**src/rtl/dram_pkg.sv**
```systemverilog
// Shared types and constants for the DRAM multiplexed-address receiver.
package dram_pkg;

   localparam int unsigned MA_W   = 9;
   localparam int unsigned ADDR_W = 2 * MA_W;

   typedef enum logic [1:0] {
      StIdle,
      StRow,
      StPage,
      StCbr
   } dram_state_e;

   typedef struct packed {
      logic [MA_W-1:0] row;
      logic [MA_W-1:0] col;
   } dram_addr_t;

endpackage

```
**src/rtl/strobe_edge.sv**
```systemverilog
// Registered falling/rising edge detector for an active-low DRAM strobe pin.
module strobe_edge (
   input  logic clock_i,
   input  logic reset_i,
   input  logic sig_i,
   output logic level_o,
   output logic fall_o,
   output logic rise_o
);

   logic samp_q;
   logic hist_q;
   logic armed_q;

   // The sampler keeps tracking the pin through reset so that a strobe held low across
   // reset is already seen as low once the history register is back in use.
   always_ff @(posedge clock_i) begin
      samp_q <= sig_i;
   end

   always_ff @(posedge clock_i) begin
      if (reset_i) begin
         hist_q  <= 1'b1;
         armed_q <= 1'b0;
      end else begin
         hist_q  <= samp_q;
         armed_q <= 1'b1;
      end
   end

   assign level_o = samp_q;
   assign fall_o  = armed_q & hist_q & ~samp_q;
   assign rise_o  = armed_q & ~hist_q & samp_q;

endmodule

```
**src/rtl/dram_addr_demux.sv**
```systemverilog
// Rebuilds {row, col} from the time-multiplexed DRAM address lane and flags page hits,
// CAS-before-RAS refresh and strobe protocol violations.
module dram_addr_demux
   import dram_pkg::*;
(
   input  logic              clock_i,
   input  logic              reset_i,
   input  logic [MA_W-1:0]   ma_i,
   input  logic              ras_l_i,
   input  logic              cas_l_i,
   output logic [ADDR_W-1:0] addr_o,
   output logic [MA_W-1:0]   row_o,
   output logic              strobe_o,
   output logic              page_hit_o,
   output logic              refresh_o,
   output logic              err_o,
   output logic              active_o
);

   dram_state_e     state_q, state_d;
   dram_addr_t      addr_q, addr_d;
   logic [MA_W-1:0] ma_q;
   logic            strobe_q, strobe_d;
   logic            page_hit_q, page_hit_d;
   logic            refresh_q, refresh_d;
   logic            err_q, err_d;

   logic ras_lvl_unused;
   logic ras_fall, ras_rise;
   logic cas_lvl, cas_fall, cas_rise_unused;

   strobe_edge u_ras_edge (
      .clock_i (clock_i),
      .reset_i (reset_i),
      .sig_i   (ras_l_i),
      .level_o (ras_lvl_unused),
      .fall_o  (ras_fall),
      .rise_o  (ras_rise)
   );

   strobe_edge u_cas_edge (
      .clock_i (clock_i),
      .reset_i (reset_i),
      .sig_i   (cas_l_i),
      .level_o (cas_lvl),
      .fall_o  (cas_fall),
      .rise_o  (cas_rise_unused)
   );

   // Address lane is sampled alongside the strobes so it lines up with the detected edge.
   always_ff @(posedge clock_i) begin
      if (reset_i) begin
         ma_q <= '0;
      end else begin
         ma_q <= ma_i;
      end
   end

   always_comb begin
      state_d    = state_q;
      addr_d     = addr_q;
      strobe_d   = 1'b0;
      page_hit_d = 1'b0;
      refresh_d  = 1'b0;
      err_d      = 1'b0;
      unique case (state_q)
         StIdle: begin
            if (ras_fall) begin
               if (!cas_lvl) begin
                  refresh_d = 1'b1;
                  state_d   = StCbr;
               end else begin
                  addr_d.row = ma_q;
                  state_d    = StRow;
               end
            end else if (cas_fall) begin
               err_d = 1'b1;
            end
         end
         StRow, StPage: begin
            // A RAS rise closes the cycle; a CAS fall in the same sample is a violation.
            if (ras_rise) begin
               err_d   = cas_fall;
               state_d = StIdle;
            end else if (cas_fall) begin
               addr_d.col = ma_q;
               strobe_d   = 1'b1;
               page_hit_d = (state_q == StPage);
               state_d    = StPage;
            end
         end
         StCbr: begin
            err_d = cas_fall;
            if (ras_rise) begin
               state_d = StIdle;
            end
         end
         default: state_d = StIdle;
      endcase
   end

   always_ff @(posedge clock_i) begin
      if (reset_i) begin
         state_q    <= StIdle;
         addr_q     <= '0;
         strobe_q   <= 1'b0;
         page_hit_q <= 1'b0;
         refresh_q  <= 1'b0;
         err_q      <= 1'b0;
      end else begin
         state_q    <= state_d;
         addr_q     <= addr_d;
         strobe_q   <= strobe_d;
         page_hit_q <= page_hit_d;
         refresh_q  <= refresh_d;
         err_q      <= err_d;
      end
   end

   assign addr_o     = addr_q;
   assign row_o      = addr_q.row;
   assign strobe_o   = strobe_q;
   assign page_hit_o = page_hit_q;
   assign refresh_o  = refresh_q;
   assign err_o      = err_q;
   assign active_o   = (state_q == StRow) || (state_q == StPage);

endmodule

```
**config.mk**
```make
export PLATFORM = sky130hd
export DESIGN_NAME = dram_addr_demux
export DESIGN_NICKNAME = d
export VERILOG_FILES = /design/src/rtl/dram_pkg.sv /design/src/rtl/strobe_edge.sv /design/src/rtl/dram_addr_demux.sv
export SDC_FILE = /design/constraint.sdc
export NUM_CORES = 1
export LEC_CHECK = 0
export ABC_AREA = 1
export CAP_MARGIN = 40
export CORE_UTILIZATION = 40
export DETAILED_ROUTE_END_ITERATION = 8
export HOLD_SLACK_MARGIN = 0.15
export PLACE_DENSITY = 0.72
export RECOVER_POWER = 25
export SYNTH_ARGS = -nofsm -noshare
export SYNTH_HDL_FRONTEND = slang
export SYNTH_SLANG_ARGS = --single-unit
export TNS_END_PERCENT = 50
```
**constraint.sdc**
```tcl
create_clock -name clock_i -period 1.19 [get_ports clock_i]
set_input_delay 0.1785 -clock clock_i [delete_from_list [all_inputs] [get_ports clock_i]]
set_output_delay 0.1785 -clock clock_i [all_outputs]
set_load 0.1 [all_outputs]
```
### Word level (Yosys, flattened, before mapping)

Cells that the tools add are included.

* word-level logic and storage cells: 54
* output and inout bits: 32
* bits of input ports: 13
* register bits: 38

* reductions and logical operators: 9
* muxes and demuxes: 12
* equal/unequal tests: 6
* bitwise logic cells: 14

Operators by type and width (number)
* 2-bit 2-to-1 mux: 5
* 3-bit AND reduction: 3
* 1-bit NOT: 8
* 1-bit bitwise AND: 6
* 2-bit one-hot mux with 3 select lines: 1
* 3-bit OR reduction: 2
* 1-bit 2-to-1 mux: 5
* 2-bit equality test, second input constant: 2
* 2-bit inequality test, second input constant: 2
* 4-bit OR reduction: 1
* 3-bit inequality test, second input constant: 1
* 1-bit one-hot mux with 3 select lines: 1
* 2-bit by 1-bit equality test with 1-bit output, second input constant: 1
* 2-bit zero test: 1
* 2-bit OR reduction: 1
* 1-bit logical OR: 1

### Logic depth before layout (Yosys ltp)

Gate-level depths: netlist (run 1).

* word-level depth: 5
* mapped depth: 7

### By module

From an unflattened synthesis (run 1), not the netlist that was laid out.

* cell total of the unflattened synthesis: 174
* area, all modules: 1483.9 um2

Modules (own cells, without submodules)
* dram_addr_demux: times used 1, cells an instance 156, area an instance 1313.8 um2, seq. area each 660.6 um2
* strobe_edge: times used 2, cells an instance 9, area an instance 85.1 um2, seq. area each 60.1 um2

### Worst setup path after synthesis (run 1)

No wires, ideal clock.

* path kind: flip-flop to flip-flop
* start: reg state_q[1]
* end: reg addr_q, in the netlist addr_o[0]
* required time: 1.072 ns
* arrival time: 1.887 ns
* path slack: -0.815 ns
* stages on the path, launching flop included: 8
* cell sequence: dfxtp_1 -> inv_1 -> ha_1 -> nand2_2 -> nor2_8 -> inv_6 -> nor2_1 -> nor2_1

* longest elaborated chain between the ends: 3

RTL lines
* from (decl): line dram_addr_demux.sv:20 `dram_state_e state_q, state_d;`
* from (signal assigned): line dram_addr_demux.sv:104 `state_q <= StIdle;`
* from (signal assigned): line dram_addr_demux.sv:111 `state_q <= state_d;`
* 2-bit equality test / 2-bit by 1-bit equality test with 1-bit output (equally long branches): line dram_addr_demux.sv:66 `unique case (state_q)`
* 2-bit OR reduction *: line dram_addr_demux.sv:66
* 3-bit AND reduction (no line) *
* to (signal assigned): line dram_addr_demux.sv:112 `addr_q <= addr_d;`
* to (decl): line dram_addr_demux.sv:21 `dram_addr_t addr_q, addr_d;`

Every way passes the cells marked *; elsewhere a longest branch is shown, timed or not.
A chain may end at the register's enable or synchronous reset.

### Final worst setup path (run 1)

* start: reg state_q[0]
* end: out active_o

* longest elaborated chain between the ends: 2

RTL lines
* 2-bit by 1-bit equality test with 1-bit output / 2-bit equality test (equally long branches): line dram_addr_demux.sv:126 `assign active_o = (state_q == StRow) || (state_q == StPage);`
* 1-bit logical OR *: line dram_addr_demux.sv:126
* to (decl): line dram_addr_demux.sv:17 `output logic active_o`

Marked as above.

==> results of run 1 <==
-- area by class of cell --
type / instances / area (µm²)
Fill cell: 235 / 908
Timing Repair Buffer: 57 / 853
Sequential cell: 38 / 781
Multi-Input combinational cell: 100 / 594
Inverter: 18 / 77.6
Clock inverter: 2 / 60.1
Tap cell: 46 / 57.6
Clock buffer: 6 / 51.3
Timing Repair inverter: 1 / 6.26
-- power by group --
part	switching (mW)	internal [mW]
clock network	0.396	0.712
registers	0.149	1.42
logic	1.71	1.14
-- how the worst min path moves through the flow --
stage	endpoint	from
floorplan	u_cas_edge.level_o	cas_l_i
global placement	addr_o[1]	ma_q[1]
detailed placement	addr_o[0]	ma_q[0]
CTS	u_cas_edge.level_o	cas_l_i
global route	ma_q[8]	ma_i[8]
finish	ma_q[6]	ma_i[6]
-- through the flow --
| stage | util | power (mW) | hold WS [ns] | setup WS, ns |
|---|---|---|---|---|
| 2_1_floorplan | - | 3.19 | 0.206 | -0.239 |
| 3_3_place_gp | 0.671 | 4.00 | 0.483 | -0.00130 |
| 3_5_place_dp | 0.671 | 4.07 | 0.488 | -0.0881 |
| 4_1_cts | 0.724 | 5.37 | 0.273 | -0.247 |
| 5_1_grt | 0.732 | 5.76 | 0.336 | -0.300 |
| 6_report | 0.732 | 5.53 | 0.342 | -0.241 |
-- worst max-delay path, stage by stage, from the launching register on --
cell     delay (ns)
dfxtp_2        0.35
inv_2          0.05
ha_4           0.26
buf_6          0.10
buf_12         0.16
-- synth_stat cells --
cell	count
o21ai_0	19
nand3_1	1
and2_1	1
nor2_1	52
inv_6	1
inv_2	1
nand2_2	1
ha_1	4
a21oi_1	1
nor2_8	1
nor3_2	1
dfxtp_1	38
nand3_2	3
nand4_1	1
buf_4	9
buf_2	1
inv_1	15
nand3_4	2
nand2_1	12
clkbuf_1	2
clkinv_4	1
-- per-layer routing --
layer,share of wire,vias up,global-route usage,wire length [µm]
li1,-,619,-,-
met1,0.41,578,0.217,1340
met5,0,-,0,0
met4,0.016,0,0.117,54
met3,0.042,6,0.0518,139
met2,0.53,41,0.327,1740
-- timing repair --
item                       CTS  global route
pin swaps                    2             4
setup endpoints to repair   12            24
gates resized for setup      8            10
cloned                       1             1
setup buffers                3             2
-- cell families (layout without fill, tap and decap cells) --
family | count (synthesis) | in the layout | synth area share
AOI/OAI and AO/OA | 20 | 20 | 0.0701
adders and majority gates | 4 | 4 | 0.0351
buffers and inverters | 30 | 84 | 0.110
DFF | 38 | 38 | 0.533
and+or+nand+nor | 75 | 76 | 0.252
-- registers in the layout (all words and copies together) (netlist names) --
| signal | cells |
|---|---|
| addr_o | 9 |
| err_o | 1 |
| ma_q | 9 |
| page_hit_o | 1 |
| refresh_o | 1 |
| row_o | 9 |
| state_q | 2 |
| strobe_o | 1 |
| u_cas_edge.hist_q | 1 |
| u_cas_edge.level_o | 1 |
| u_ras_edge.armed_q | 1 |
| u_ras_edge.hist_q | 1 |
| u_ras_edge.level_o | 1 |
==> metrics.md, run 1 <==
| Metric | Value |
|---|---|
| Leakage | 1.09 nW |
| CP required | 1.01 ns |
| RR Startpoint | state_q[0] |
| Fmax | 699 MHz |
| Post-DP Area | 2270 µm² |
| Placed insts | 253 |
| Maxcap violations | 0 |
| Die area | 3810 µm² |
| Clock Skew | 0.0114 ns |
| Vias after detailed routing | 1244 |
| Initial antenna violation count | 0 |
| Worst hold path depth | 3 |
| Port Buffers | 44 |
| Unrepaired setup endpoints after global routing | true |
| Fin crit period | 1.43 ns |
| Slew Limit Fails | 0 |
| Die Wd | 61.7 µm |
| ANT nets after route | 0 |
| Hpwl dp | 2.44 mm |
| Fraction of layout cells with a size suffix above 1 | 0.396 |
| Pre-antenna DRT Iters | 4 |
| Routability cong. | 0.791 |
| Worst reg2reg path depth | 8 |
| CP endpoint | active_o |
| Synth Area per Inst | 8.55 µm² |
| N_diodes | 0 |
| Starting Density | 0.421 |
| Tcrit/Tclk final | 1.20 |
| Num Clock Sinks | 38 |
| Design area | 2480 µm² |
| VDD IR max | 1.80 mV |
| Synth area leaders | dfxtp_1 53%, nor2_1 14%, o21ai_0 6.7%, buf_4 4.7%, inv_1 3.9% |
| Failing checks | setup timing |
| Most common cell after layout, fill and taps aside | nor2_1 |
| DRT iter0 DRCs | 26 |
| Die Ht | 61.7 µm |
| Crit Path Max Fanout | 2 |
| Area leader, netlist | dfxtp_1 |
| Worst setup EP type | primary output |
| Fin. Hold Viols | 0 |
| Final Setup Violations | 14 |
| Clock tree from TritonCTS | done |
| Clk root buf | clkbuf_4 |
| Mean routed wirelength per cell | 12.2 µm |
| Tightest Pin Transition | 0.395 ns |
| Path type of the worst setup path | reg -> out |
| Final non-filler cell total | 268 |
| Clk pin slew, worst setup/hold paths | 0.11 ns |
| Largest net degree at the start of global routing | 24 |
| Layout area overhead | 73.8% |
| HP Class | in -> reg |
| Nets@finish | 238 |
| Vias per cell | 4.64 |
| Worst flop-to-flop path endpoint | addr_o[6] |
| Top-area cell type share of the netlist area | 0.533 |
| Synthesized flop and latch total | 38 |
| Status | finished with violations |
| Setup ws final | -0.241 ns |
| Final routed DRC violation total | 0 |
| R2R setup slack | -0.17 ns |
| Arr. time, crit path | 1.25 ns |
| Synthesized area | 1430 µm² |
| Sequential fraction of the synthesis area | 0.533 |
| Number of I/O pins | 45 |
| CP Launch Point | state_q[0] |
| # rows | 21 |
| Grt total ovfl | 0 |
| Num CTS Buffers | 5 |
| CTS HTree Levels | 2 |
| Final wirelength | 3.27 mm |
| Yosys cell types | 21 |
| Later-pin clock latency in the skew report | 0.34 ns |
| All-layer global routing usage | 0.193 |
| Most frequent cells in the layout | 47 x nor2_1, 32 x buf_12, 26 x dfxtp_1 |
| Core ar. | 3390 µm² |
| Syn nets | 184 |
| Clk buf depth | 2 |
| Pwr/cell area | 2230 nW/µm² |
| Worst Setup Start Kind | flip-flop |
| Gate Count Post-Synth | 167 |
| Setup TNS | -1.88 ns |
| First-pass GRT wire length | 5.06 mm |
| Worst slew margin | 0.737 |
| Syn. warnings | 0 |
| Hold buffer count at cts | 0 |
| Vias in the first global route | 1130 |
Power figures use the tool's default switching activity.
==> run 2, diff against run 1 <==
--- a/config.mk
+++ b/config.mk
@@ -14,5 +14,6 @@
 export RECOVER_POWER = 25
 export SYNTH_ARGS = -nofsm -noshare
 export SYNTH_HDL_FRONTEND = slang
+export SYNTH_HIERARCHICAL = 1
 export SYNTH_SLANG_ARGS = --single-unit
 export TNS_END_PERCENT = 50
==> run 2 against run 1 <==
The run still ends with setup timing left. Total power fell by 5.9%. First-iteration DRC count rose by 12%. Worst setup slack improved by 0.037 ns. Clock skew fell by 0.0039 ns. Register-to-register slack improved by 0.03 ns. Die area rose by 3.3%.
==> metrics.md, run 2 <==
| Metric | Value |
|---|---|
| Syn nets | 189 (+2.7%) |
| Delay-heaviest family, CP | flip-flops |
| Hold EP | ma_q[8] |
| Most common cell after layout, fill and taps aside | buf_12 |
| Core ar. | 3440 µm² (+1.6%) |
| Tightest Pin Transition | 0.516 ns (+0.122 ns) |
| Worst flop-to-flop path endpoint | state_q[1] |
| N_diodes | 0 (unchanged) |
| Vias per cell | 4.64 (-0.12%) |
| Worst setup EP type | primary output |
| Worst slew margin | 0.656 (-0.0811) |
| Buf/Inv on CP | 3 (unchanged) |
| Gate Count Post-Synth | 172 (+3.0%) |
| Initial antenna violation count | 0 (unchanged) |
| Mean routed wirelength per cell | 12.8 µm (+4.5%) |
| Die area | 3940 µm² (+3.3%) |
| Unrepaired setup endpoints after global routing | true |
| Fmax | 717 MHz (+2.7%) |
| Clk buf depth | 2 (unchanged) |
| Leakage | 1.03 nW (-5.0%) |
| Worst hold path depth | 3 (unchanged) |
| Path type of the worst setup path | reg -> out |
| First-pass GRT wire length | 5.12 mm (+1.1%) |
| Final wirelength | 3.51 mm (+7.2%) |
| Starting Density | 0.429 (+0.00775) |
| Nets@finish | 245 (+2.9%) |
| # rows | 21 (unchanged) |
| Worst path max stage delay | 0.35 ns (about the same) |
| Clk pin slew, worst setup/hold paths | 0.08 ns (-0.03 ns) |
| Num CTS Buffers | 5 (unchanged) |
| Final Setup Violations | 13 (-1) |
| Later-pin clock latency in the skew report | 0.29 ns (-0.05 ns) |
| Clock Skew | 0.00753 ns (-0.00387 ns) |
| Slowest CP cell | dfxtp_2 |
| Arr. time, crit path | 1.22 ns (-0.03 ns) |
| Pre-antenna DRT Iters | 4 (unchanged) |
| Fraction of layout cells with a size suffix above 1 | 0.410 (+0.0141) |
| Tcrit/Tclk final | 1.17 (-0.0311) |
| Area occupied by multi-input gates | 584 µm² (-1.7%) |
| HP Class | in -> reg |
| Pwr/cell area | 2030 nW/µm² (-8.8%) |
| CTS HTree Levels | 2 (unchanged) |
| Slew Limit Fails | 0 (unchanged) |
| VDD IR max | 1.27 mV (-29%) |
| Routability cong. | 0.912 (+15%) |
| Synthesized area | 1480 µm² (+3.4%) |
| Die Ht | 62.8 µm (+1.6%) |
| Worst Setup Start Kind | flip-flop |
| Worst reg2reg path depth | 7 (-1) |
| Grt total ovfl | 0 (unchanged) |
| All-layer global routing usage | 0.172 (-0.0206) |
| Syn. warnings | 6 (+6) |
| Crit Path Max Fanout | 2 (unchanged) |
| Total met3 wirelength after detailed routing | 167 µm (+20%) |
| Number of I/O pins | 45 (unchanged) |
| Hold WS | 0.388 ns (+0.0463 ns) |
| Status | finished with violations |
| Setup ws final | -0.204 ns (+0.0370 ns) |
| DRT iter0 DRCs | 29 (+12%) |
| Num Clock Sinks | 39 (+2.6%) |
| Port Buffers | 44 (unchanged) |
| Vias after detailed routing | 1275 (+2.5%) |
| DP Worst Slack | -0.0408 ns (+0.0474 ns) |
| Die Wd | 62.8 µm (+1.6%) |
| Synth Area per Inst | 8.58 µm² (+0.41%) |
| WL met2 | 1.85 mm (+6.6%) |
| Clock tree from TritonCTS | done |
| Most frequent cells in the layout | 33 x buf_12, 32 x inv_1, 26 x dfxtp_1 |
| Failing checks | setup timing |
| Clk root buf | clkbuf_8 |
| Largest net degree at the start of global routing | 21 (-13%) |
| Vias in the first global route | 1158 (+2.5%) |
| Fin crit period | 1.39 ns (-0.0370 ns) |
| Fin. Hold Viols | 0 (unchanged) |
| Final routed DRC violation total | 0 (unchanged) |
| Hpwl dp | 2.23 mm (-8.7%) |
| Layout area overhead | 73.5% |
| Maxcap violations | 0 (unchanged) |
| CP required | 1.01 ns (about the same) |
| R2R setup slack | -0.14 ns (+0.03 ns) |
| Wire length on met1 | 1.42 mm (+6.1%) |
| Max Used Layer | met4 |
| Fill cells | 230 (-2.1%) |
| ANT nets after route | 0 (unchanged) |
| CP Cell Sequence | inv_2 -> ha_4 -> buf_6 -> buf_12 |
| RR Startpoint | state_q[0] |
| Reg area | 802 µm² (+2.7%) |
| Hold Startpoint | ma_i[8] |
## run 2: worst max path at each step
stage / start / to / slack [ns] / cells after the start
final: state_q[0] / active_o / -0.20 / 4
after global routing: state_q[0] / active_o / -0.24 / 4
after CTS: state_q[1] / active_o / -0.20 / 4
after detailed placement: reset_i / err_o / -0.04 / 5
after global placement: reset_i / err_o / -0.04 / 5
after floorplan: state_q[1] / addr_o[7] / -0.23 / 6
## run 2: power by group
group / internal [mW] / switching (mW)
Clock: 0.407 / 0.464
Combinational: 1.04 / 1.69
Sequential: 1.45 / 0.146
## run 2: metrics by stage
step           total power [mW]  TNS [ns]  utilization  cells  area, µm²
6_report                   5.20    -0.897        0.744    275       2560
4_1_cts                    5.04    -0.375        0.723    274       2490
3_3_place_gp               3.98   -0.0405        0.680    262       2340
5_1_grt                    5.41     -1.56        0.744    275       2560
2_1_floorplan              3.18     -1.83            -    172       1510
3_5_place_dp               4.02    -0.114        0.680    262       2340
## run 2: worst reg2reg max path, cell delays in order, from the launching register on
cell and delay [ns]:
dfxtp_2 0.35, inv_2 0.05, ha_4 0.26, buf_4 0.17, nand2_1 0.14, o21ai_1 0.14, nor2_1 0.06, nor2_1 0.10
## run 2: area by class of cell
| class | count | share of cell area |
|---|---|---|
| clock buffers | 5 | 0.0269 |
| clock inverters | 3 | 0.00782 |
| inverters | 35 | 0.0513 |
| multi-input cells | 87 | 0.228 |
| flip-flops and latches | 39 | 0.313 |
| well taps | 46 | 0.0225 |
| repair buffers | 60 | 0.350 |
## run 2: timing repair
action                                 CTS  global route
setup endpoints to repair                9            23
setup buffers                            2             0
cloned                                   2             1
pin swaps                                1             1
resized for setup                       16            19
endpoints found under the hold margin    0             0
hold buffers                             0             0
## run 2: metal layers
metal  GRT usage  vias up
met2       0.280       41
met3      0.0474        7
met1       0.200      593
li1            -      634
met4       0.108        0
met5           0        -
